--- src/rtl/jtframe_serjoy.sv ---
// Scans two arcade panels through a daisy-chained 74HC165-style serial chain.
// Define JTFRAME_SERJOY_DEBOUNCE_EN to require repeated identical scans before outputs change.
module jtframe_serjoy #(
  parameter int DIV       = 4,
  parameter int NBITS     = 24,
  parameter int SCAN_CYC  = 4096,
  parameter int DEB_SCANS = 2
)(
  input  logic        clk,
  input  logic        rst,
  input  logic        enable,
  input  logic        joy_sdi,
  output logic        joy_sclk,
  output logic        joy_load_n,
  output logic [15:0] board_joy1,
  output logic [15:0] board_joy2,
  output logic [3:0]  board_coin,
  output logic [3:0]  board_start,
  output logic        absent,
  output logic        scan_done
);
  localparam int PW = (SCAN_CYC > 1) ? $clog2(SCAN_CYC) : 1;
  localparam int BW = (NBITS > 1) ? $clog2(NBITS) : 1;

  typedef enum logic [2:0] {IDLE, LOAD, SETTLE, HIGH, LOW, DONE} state_t;

  state_t           r_state, w_next;
  logic [PW-1:0]    r_period;
  logic [7:0]       r_div;
  logic [BW-1:0]    r_bit;
  logic [NBITS-1:0] r_raw;
  logic [23:0]      w_map;
  logic             w_wrap, w_divLast, w_lastBit, w_absent, w_load;

  assign w_wrap    = (r_period == PW'(SCAN_CYC - 1));
  assign w_divLast = (r_div == 8'(DIV - 1));
  assign w_lastBit = (r_bit == BW'(NBITS - 1));
  assign w_absent  = &r_raw;

  always_ff @(posedge clk) begin
    if (rst)         r_period <= '0;
    else if (w_wrap) r_period <= '0;
    else             r_period <= r_period + PW'(1);
  end

  always_ff @(posedge clk) begin
    if (rst) r_state <= IDLE;
    else     r_state <= w_next;
  end

  // A wrap that arrives while a scan is still running is simply lost.
  always_comb begin
    w_next = r_state;
    unique case (r_state)
      IDLE:    if (w_wrap && enable) w_next = LOAD;
      LOAD:    if (w_divLast) w_next = SETTLE;
      SETTLE:  if (w_divLast) w_next = (NBITS == 1) ? DONE : HIGH;
      HIGH:    if (w_divLast) w_next = LOW;
      LOW:     if (w_divLast) w_next = w_lastBit ? DONE : HIGH;
      DONE:    w_next = IDLE;
      default: w_next = IDLE;
    endcase
  end

  always_comb begin
    joy_load_n = (r_state != LOAD);
    joy_sclk   = (r_state == HIGH);
    scan_done  = (r_state == DONE);
  end

  // Bits are taken at the end of SETTLE/LOW, when the chain output has had a full half-period to settle.
  always_ff @(posedge clk) begin
    if (rst) begin
      r_div <= '0;
      r_bit <= '0;
      r_raw <= '0;
    end else begin
      if (r_state == IDLE || r_state == DONE || w_divLast) r_div <= '0;
      else                                                 r_div <= r_div + 8'd1;
      if (r_state == IDLE) r_bit <= '0;
      if (w_divLast && (r_state == SETTLE || r_state == LOW)) begin
        r_raw[r_bit] <= ~joy_sdi;
        r_bit        <= r_bit + BW'(1);
      end
    end
  end

  always_comb begin
    w_map = '0;
    for (int i = 0; i < NBITS && i < 24; i++) w_map[i] = r_raw[i];
  end

`ifdef JTFRAME_SERJOY_DEBOUNCE_EN
  logic [NBITS-1:0] r_prev;
  logic [3:0]       r_match, w_matchNext;

  always_comb begin
    w_matchNext = 4'd0;
    if (r_raw == r_prev) w_matchNext = (r_match == 4'd15) ? 4'd15 : r_match + 4'd1;
  end

  assign w_load = (w_matchNext >= 4'(DEB_SCANS - 1));

  always_ff @(posedge clk) begin
    if (rst) begin
      r_prev  <= '0;
      r_match <= '0;
    end else if (r_state == DONE) begin
      r_match <= w_matchNext;
      if (r_raw != r_prev) r_prev <= r_raw;
    end
  end
`else
  assign w_load = 1'b1;
`endif

  // A chain reading all zeros is treated as missing and blanks every output at once.
  always_ff @(posedge clk) begin
    if (rst) begin
      board_joy1  <= '0;
      board_joy2  <= '0;
      board_coin  <= '0;
      board_start <= '0;
      absent      <= 1'b0;
    end else if (r_state == DONE) begin
      absent <= w_absent;
      if (w_absent) begin
        board_joy1  <= '0;
        board_joy2  <= '0;
        board_coin  <= '0;
        board_start <= '0;
      end else if (w_load) begin
        board_joy1  <= {6'd0, w_map[9:0]};
        board_joy2  <= {6'd0, w_map[21:12]};
        board_start <= {2'b00, w_map[22], w_map[10]};
        board_coin  <= {2'b00, w_map[23], w_map[11]};
      end
    end
  end

endmodule

--- config.mk ---
export PLATFORM = sky130hd
export DESIGN_NAME = jtframe_serjoy
export DESIGN_NICKNAME = d
export VERILOG_FILES = /design/src/rtl/jtframe_serjoy.sv
export SDC_FILE = /design/constraint.sdc
export NUM_CORES = 1
export LEC_CHECK = 0
export BUFFER_PORTS_ARGS = -buffer_cell sky130_fd_sc_hd__buf_2
export CELL_PAD_IN_SITES_DETAIL_PLACEMENT = 1
export CELL_PAD_IN_SITES_GLOBAL_PLACEMENT = 1
export CORE_UTILIZATION = 40
export CTS_BUF_LIST = sky130_fd_sc_hd__clkbuf_8
export DETAILED_ROUTE_END_ITERATION = 12
export GPL_TIMING_DRIVEN = 0
export PLACE_DENSITY_LB_ADDON = 0.1
export SYNTH_ARGS = -nofsm -noshare
export SYNTH_HDL_FRONTEND = slang
export SYNTH_SLANG_ARGS = --single-unit
--- constraint.sdc ---
create_clock -name clk -period 2 [get_ports clk]
set_input_delay 0.3 -clock clk [delete_from_list [all_inputs] [get_ports clk]]
set_output_delay 0.3 -clock clk [all_outputs]
set_load 0.005 [all_outputs]
==> run summary, run 1 <==
run status = completed
top cells by area in the synthesized netlist = dfxtp_1, o211ai_1, a21oi_1
deepest clock path buffer count = 2
Final #Nets = 485
Port Buffers = 30
design area = 4293 µm²
Mapped Area = 3591 µm²
slowest stage delay, CP = 410 ps
core area = 8721 µm²
fraction of registers with async set/reset = 0%
share of layout cells above drive strength 1 = 20.21%
Die Span Y = 96.75 µm
slack of the critical path = 75.22 ps
maximum clock frequency = 519.5 MHz
clk slew on worst S/H paths = 80 ps
met2 Use GR = 35.37%
switch share = 22.61%
Hold Vio Cnt, Final = 0
RePlAce Congestion = 0.7935
top-area cell type share of the netlist area = 42.93%
Clk pwr share = 44.5%
Synth cell types = 44
crit path DAT = 2160 ps
drt first pass iters = 4
gr usage total = 20.79%
Buf+Inv Stages, Crit Path = 2
Placement Setup Slack = -387.8 ps
starting density of the core = 41.18%
Clk Latency, worst-skew pair = 360 ps
Fin Clk Skew = 16.46 ps
Slew Viols, Final = 0
post-route minimum period = 1925 ps
Syn Inst Count = 416
CTS sink count = 77
aggregate routed wire length = 9853 µm
register area share after synthesis = 42.93%
met1 usage = 27.00%
Top Ports = 48
total gr overflow = 0
Crit-path slowest cell = or3b_4
area delta synth->final = 19.55%
Leak Pwr = 1.548 nW
Yosys warning count = 0
mean post-synth cell area = 8.632 µm²
first-pass GRT wire length = 15820 µm
vias in the first global route = 3136
Logic pwr share = 2.8%
die area = 9361 µm²
Max Cap Violations = 0
htree depth = 3
DR DRC count = 0
Die X = 96.75 µm
diode count = 0
Initial DRC Count = 111
setup-violating endpoint count in the final report = 0
met3 usage = 2.890%
Vias = 3261
largest net degree at the start of global routing = 14
relative slew slack = 45.03%
Final Cycle Share = 96.24%
initial antenna violation count = 0
maximum VDD drop = 0.3026 mV
Worst Tran Pin Value = 822.8 ps
Critical Path Start Type = flop
DRT antenna net count = 0
number of synthesized flops with an enable pin = 0
worst-path maximum fanout = 6
sequential power share = 52.6%
Tightest Hold Check Type = input port to flop
pwr dens = 681.3 nW/µm²
internal power = 2.264 mW
CP cell instances = ha_4, or3b_4, nor4b_4, buf_6, buf_8, nor2_1, o31a_1
RSZ-0062 raised after global routing = true
# hold bufs at CTS = 0
Req. time, crit path = 2240 ps
root buffer cell = clkbuf_8
Placement Rows = 34
crit end category = flop
area leader, netlist = dfxtp_1
CTS tree = built
critical path class = flop to flop
number of CTS-inserted buffers = 9
switching power = 0.6612 mW
drt wl/cell = 16.76 µm
vias per inst = 5.546
grt peak-use layer = met2
Cell Area, Placed = 3936 µm²
delay-heaviest family, CP = simple AND/OR/NAND/NOR gates
HPWL after DPL = 6925 µm
Seq cells post-synth = 77
Primary FF master, synth = dfxtp_1
## per-layer routing
layer  share of wire, %  routed length, µm
met5                  0                  0
met4                1.1                113
met3                2.6                260
met2                 49               4813
met1                 47               4665
## synth_stat cells, types with 2 or more instances
library cell	number
dfxtp_1	77
nand2_1	36
a21oi_1	34
nor2_1	25
o211ai_1	25
clkbuf_1	24
a31oi_1	21
nor3_1	21
buf_4	17
and4_1	14
nand4_1	14
nand3_1	11
or3_1	9
xnor2_1	9
xor2_1	8
a311oi_1	7
nor2b_1	7
o21ai_0	7
ha_1	6
inv_1	6
nand3b_1	4
nor3b_1	4
and3_1	3
buf_1	3
and3b_1	2
buf_6	2
nand4b_1	2
nor4_1	2
## layout make-up
cell class | count | area [µm²]
Fill cell | 1054 | 4428
Multi-Input combinational cell | 301 | 1879
Sequential cell | 77 | 1555
Buffer | 43 | 260.3
Timing Repair Buffer | 36 | 216.5
Tap cell | 108 | 135.1
Clock buffer | 9 | 123.9
Clock inverter | 7 | 91.34
Inverter | 7 | 31.28
## worst paths after layout
path,from,end,slack [ps],cells past startpoint
worst max-delay path,r_div[0],r_bit[2],80,7
worst min-delay path,joy_sdi,r_raw[15],280,3
worst max register to register,r_div[0],r_bit[2],80,7
worst min register to register,r_div[0],r_div[0],450,1
## power by group through the flow
| stage | combinational, mW | clock (mW) | sequential (mW) |
|---|---|---|---|
| 2_1_floorplan | 0.0621 | 0 | 1.58 |
| 3_3_place_gp | 0.0825 | 0 | 1.58 |
| 3_5_place_dp | 0.0828 | 0 | 1.58 |
| 4_1_cts | 0.0830 | 1.33 | 1.54 |
| 5_1_grt | 0.0907 | 1.39 | 1.54 |
| 6_report | 0.0831 | 1.30 | 1.54 |
## worst reg2reg max path, stage by stage, from the launching register on
cell and delay (ps):
dfxtp_4 370, ha_4 150, or3b_4 410, nor4b_4 270, buf_6 170, buf_8 120, nor2_1 40, o31a_1 280
## timing repair
action / 4_1_cts / 5_1_grt
setup buffers: 3 / 2
endpoints found under the setup margin: 61 / 47
pin swaps: 1 / 11
cloned: 0 / 1
resized for setup: 10 / 25
## state kept, by name (all words and copies together) (netlist names)
name,count
absent,1
board_coin,2
board_joy1,10
board_joy2,10
board_start,2
r_bit,5
r_div,8
r_period,12
r_raw,24
r_state,3
## cells in the final DEF, fill, tap and decap left out, drive strengths merged, types with 2 or more instances in the layout
cell,count
a21oi,34
a311oi,7
a31oi,21
and3,3
and3b,2
and4,14
buf,59
bufinv,2
clkbuf,29
clkinv,5
conb,16
dfxtp,77
ha,6
inv,7
nand2,36
nand3,11
nand3b,4
nand4,14
nand4b,2
nor2,25
nor2b,7
nor3,21
nor3b,4
nor4,3
o211ai,25
o21ai,7
or3,9
or4,2
xnor2,9
xor2,8
## stage by stage
| step | TNS (ps) | hold slack, ps | power [mW] | instances | utilization (%) |
|---|---|---|---|---|---|
| floorplan | 0 | 426.4 | 1.639 | 431 | - |
| global placement | -9189 | 439.8 | 1.660 | 569 | 45.14 |
| detailed placement | -14270 | 444.6 | 1.661 | 569 | 45.14 |
| CTS | 0 | 273.6 | 2.959 | 586 | 48.11 |
| global route | -233.5 | 278.9 | 3.020 | 588 | 49.23 |
| finish | 0 | 279.9 | 2.925 | 588 | 49.23 |
## cell families after synthesis
| family | share of synthesized area, % |
|---|---|
| xor gates and xnor gates | 4.147 |
| other | 0.1044 |
| AOI/OAI and AO/OA | 17.70 |
| adders and majority gates | 2.091 |
| DFF | 42.93 |
| and+or+nand+nor | 25.30 |
| buffers and inverters | 7.735 |
Note: power is estimated with default switching activity, not from simulation.
==> run 2: changes to the inputs <==
- CORE_ASPECT_RATIO: default -> 0.9
==> run summary, run 2 (synthesized netlist as in run 1, its figures left out) <==
run status = completed
Fin Clk Skew = 10.32 ps (-6.138 ps)
Worst Tran Pin Value = 940.8 ps (+118.0 ps)
largest net degree at the start of global routing = 16 (+2)
Critical Path Start Type = flop
Final Hold Slack = 319.5 ps (+39.56 ps)
DR DRC count = 0 (unchanged)
Biggest register = r_raw
Clk Latency, worst-skew pair = 360 ps (about the same)
Die Span Y = 91.89 µm (-5.0%)
share of layout cells above drive strength 1 = 20.67% (+0.46 points)
Port Buffers = 30 (unchanged)
Max Cap Violations = 0 (unchanged)
Tightest Hold Check Type = input port to flop
crit path DAT = 2210 ps (+50 ps)
worst-path maximum fanout = 10 (+4)
Final Cycle Share = 97.06% (+0.83 points)
Vias = 3223 (-1.2%)
Final #Nets = 484 (-0.21%)
RePlAce Congestion = 0.7925 (-0.13%)
RSZ-0062 raised after global routing = true
HPWL after DPL = 6895 µm (-0.43%)
maximum clock frequency = 515.1 MHz (-0.85%)
Top Ports = 48 (unchanged)
number of CTS-inserted buffers = 9 (unchanged)
CTS tree = built
critical path class = flop to flop
fill cell count = 1066 (+1.1%)
starting density of the core = 41.52% (+0.35 points)
setup-violating endpoint count in the final report = 0 (unchanged)
pwr dens = 669.1 nW/µm² (-1.8%)
design area = 4282 µm² (-0.26%)
diode count = 0 (unchanged)
aggregate routed wire length = 9644 µm (-2.1%)
htree depth = 3 (unchanged)
Cell Area, Placed = 3950 µm² (+0.35%)
drt first pass iters = 4 (unchanged)
DRT antenna net count = 0 (unchanged)
Hold Vio Cnt, Final = 0 (unchanged)
Placement Rows = 32 (-5.9%)
core area = 8648 µm² (-0.83%)
Initial DRC Count = 99 (-11%)
die area = 9361 µm² (about the same)
Die X = 101.9 µm (+5.3%)
initial antenna violation count = 0 (unchanged)
Finished Core Util = 49.51% (+0.28 points)
post-route minimum period = 1941 ps (+16.52 ps)
max FFs per register = 24 (unchanged)
first-pass GRT wire length = 15320 µm (-3.1%)
maximum VDD drop = 0.3211 mV (+6.1%)
gr usage total = 21.50% (+0.72 points)
Req. time, crit path = 2270 ps (+30 ps)
clk slew on worst S/H paths = 90 ps (about the same)
root buffer cell = clkbuf_8
most common cell after layout, fill and taps aside = dfxtp_1
deepest clock path buffer count = 2 (unchanged)
total gr overflow = 0 (unchanged)
vias in the first global route = 3051 (-2.7%)
Slew Viols, Final = 0 (unchanged)
largest registers = r_raw (24), r_period (12)
Leak Pwr = 1.539 nW (-0.64%)
CTS sink count = 77 (unchanged)
most frequent cells in the layout = dfxtp_1, nand2_1, a21oi_1
relative slew slack = 37.14% (-7.9 points)
area delta synth->final = 19.23%
vias per inst = 5.390 (-2.8%)
crit end category = flop
drt wl/cell = 16.13 µm (-3.8%)
==> run 2: cell types whose count changed in the layout (fill, tap and decap cells not counted), sizes merged <==
cell and delta:
clkbuf -1, clkinvlp +1, bufinv -1, clkinv -3
inv +3
==> run 2: power by group <==
part | switching [mW] | internal, mW
clock network | 0.645 | 0.596
registers | 0.00538 | 1.53
logic | 0.0538 | 0.0312
==> run 2: final timing paths <==
kind | to | slack [ps] | startpoint | cells after the start
min | r_raw[12] | 320 | joy_sdi | 3
max reg2reg | r_raw[18] | 60 | r_div[0] | 7
min reg2reg | r_div[0] | 450 | r_div[0] | 1
max | r_raw[18] | 60 | r_div[0] | 7
==> run 2: metal layers <==
metal  vias up  GRT usage [%]  wire length [µm]
met2        62          34.29              4449
li1       1608              -                 -
met3        13          5.259               356
met1      1540          28.09              4694
met5         -              0                 0
met4         0          7.619               144
==> run 2: timing repair <==
item | in CTS | in global routing
hold buffers | 0 | 0
pin swaps | 3 | 9
endpoints found under the setup margin | 61 | 41
buffers inserted | 3 | 2
resized for setup | 13 | 24
==> run 2: worst max-delay path, stage by stage (launching register included) <==
cell and delay, ps:
dfxtp_4 380, ha_4 150, or3b_4 400, nor4b_4 280, buf_6 180, buf_8 140
a31oi_1 90, a311oi_1 250
==> run 2: metrics by stage <==
stage               power (mW)  cells  worst slack [ps]  setup TNS, ps
CTS                      2.893    597             8.905              0
detailed placement       1.661    580            -331.2         -12730
floorplan                1.639    431             56.16              0
global placement         1.659    580            -276.8          -8283
finish                   2.865    598             58.70              0
global route             2.983    598            -4.456         -13.83
==> run 2: layout make-up <==
cell class	count	area [µm²]	share of cell area, %
clock buffer	9	123.9	2.893
timing repair buffer	35	191.4	4.471
tap	119	148.9	3.478
clock inverter	7	80.08	1.870
buffer	43	257.7	6.020
multi-input combinational	301	1893	44.21
inverter	7	31.28	0.7306
sequential	77	1555	36.32
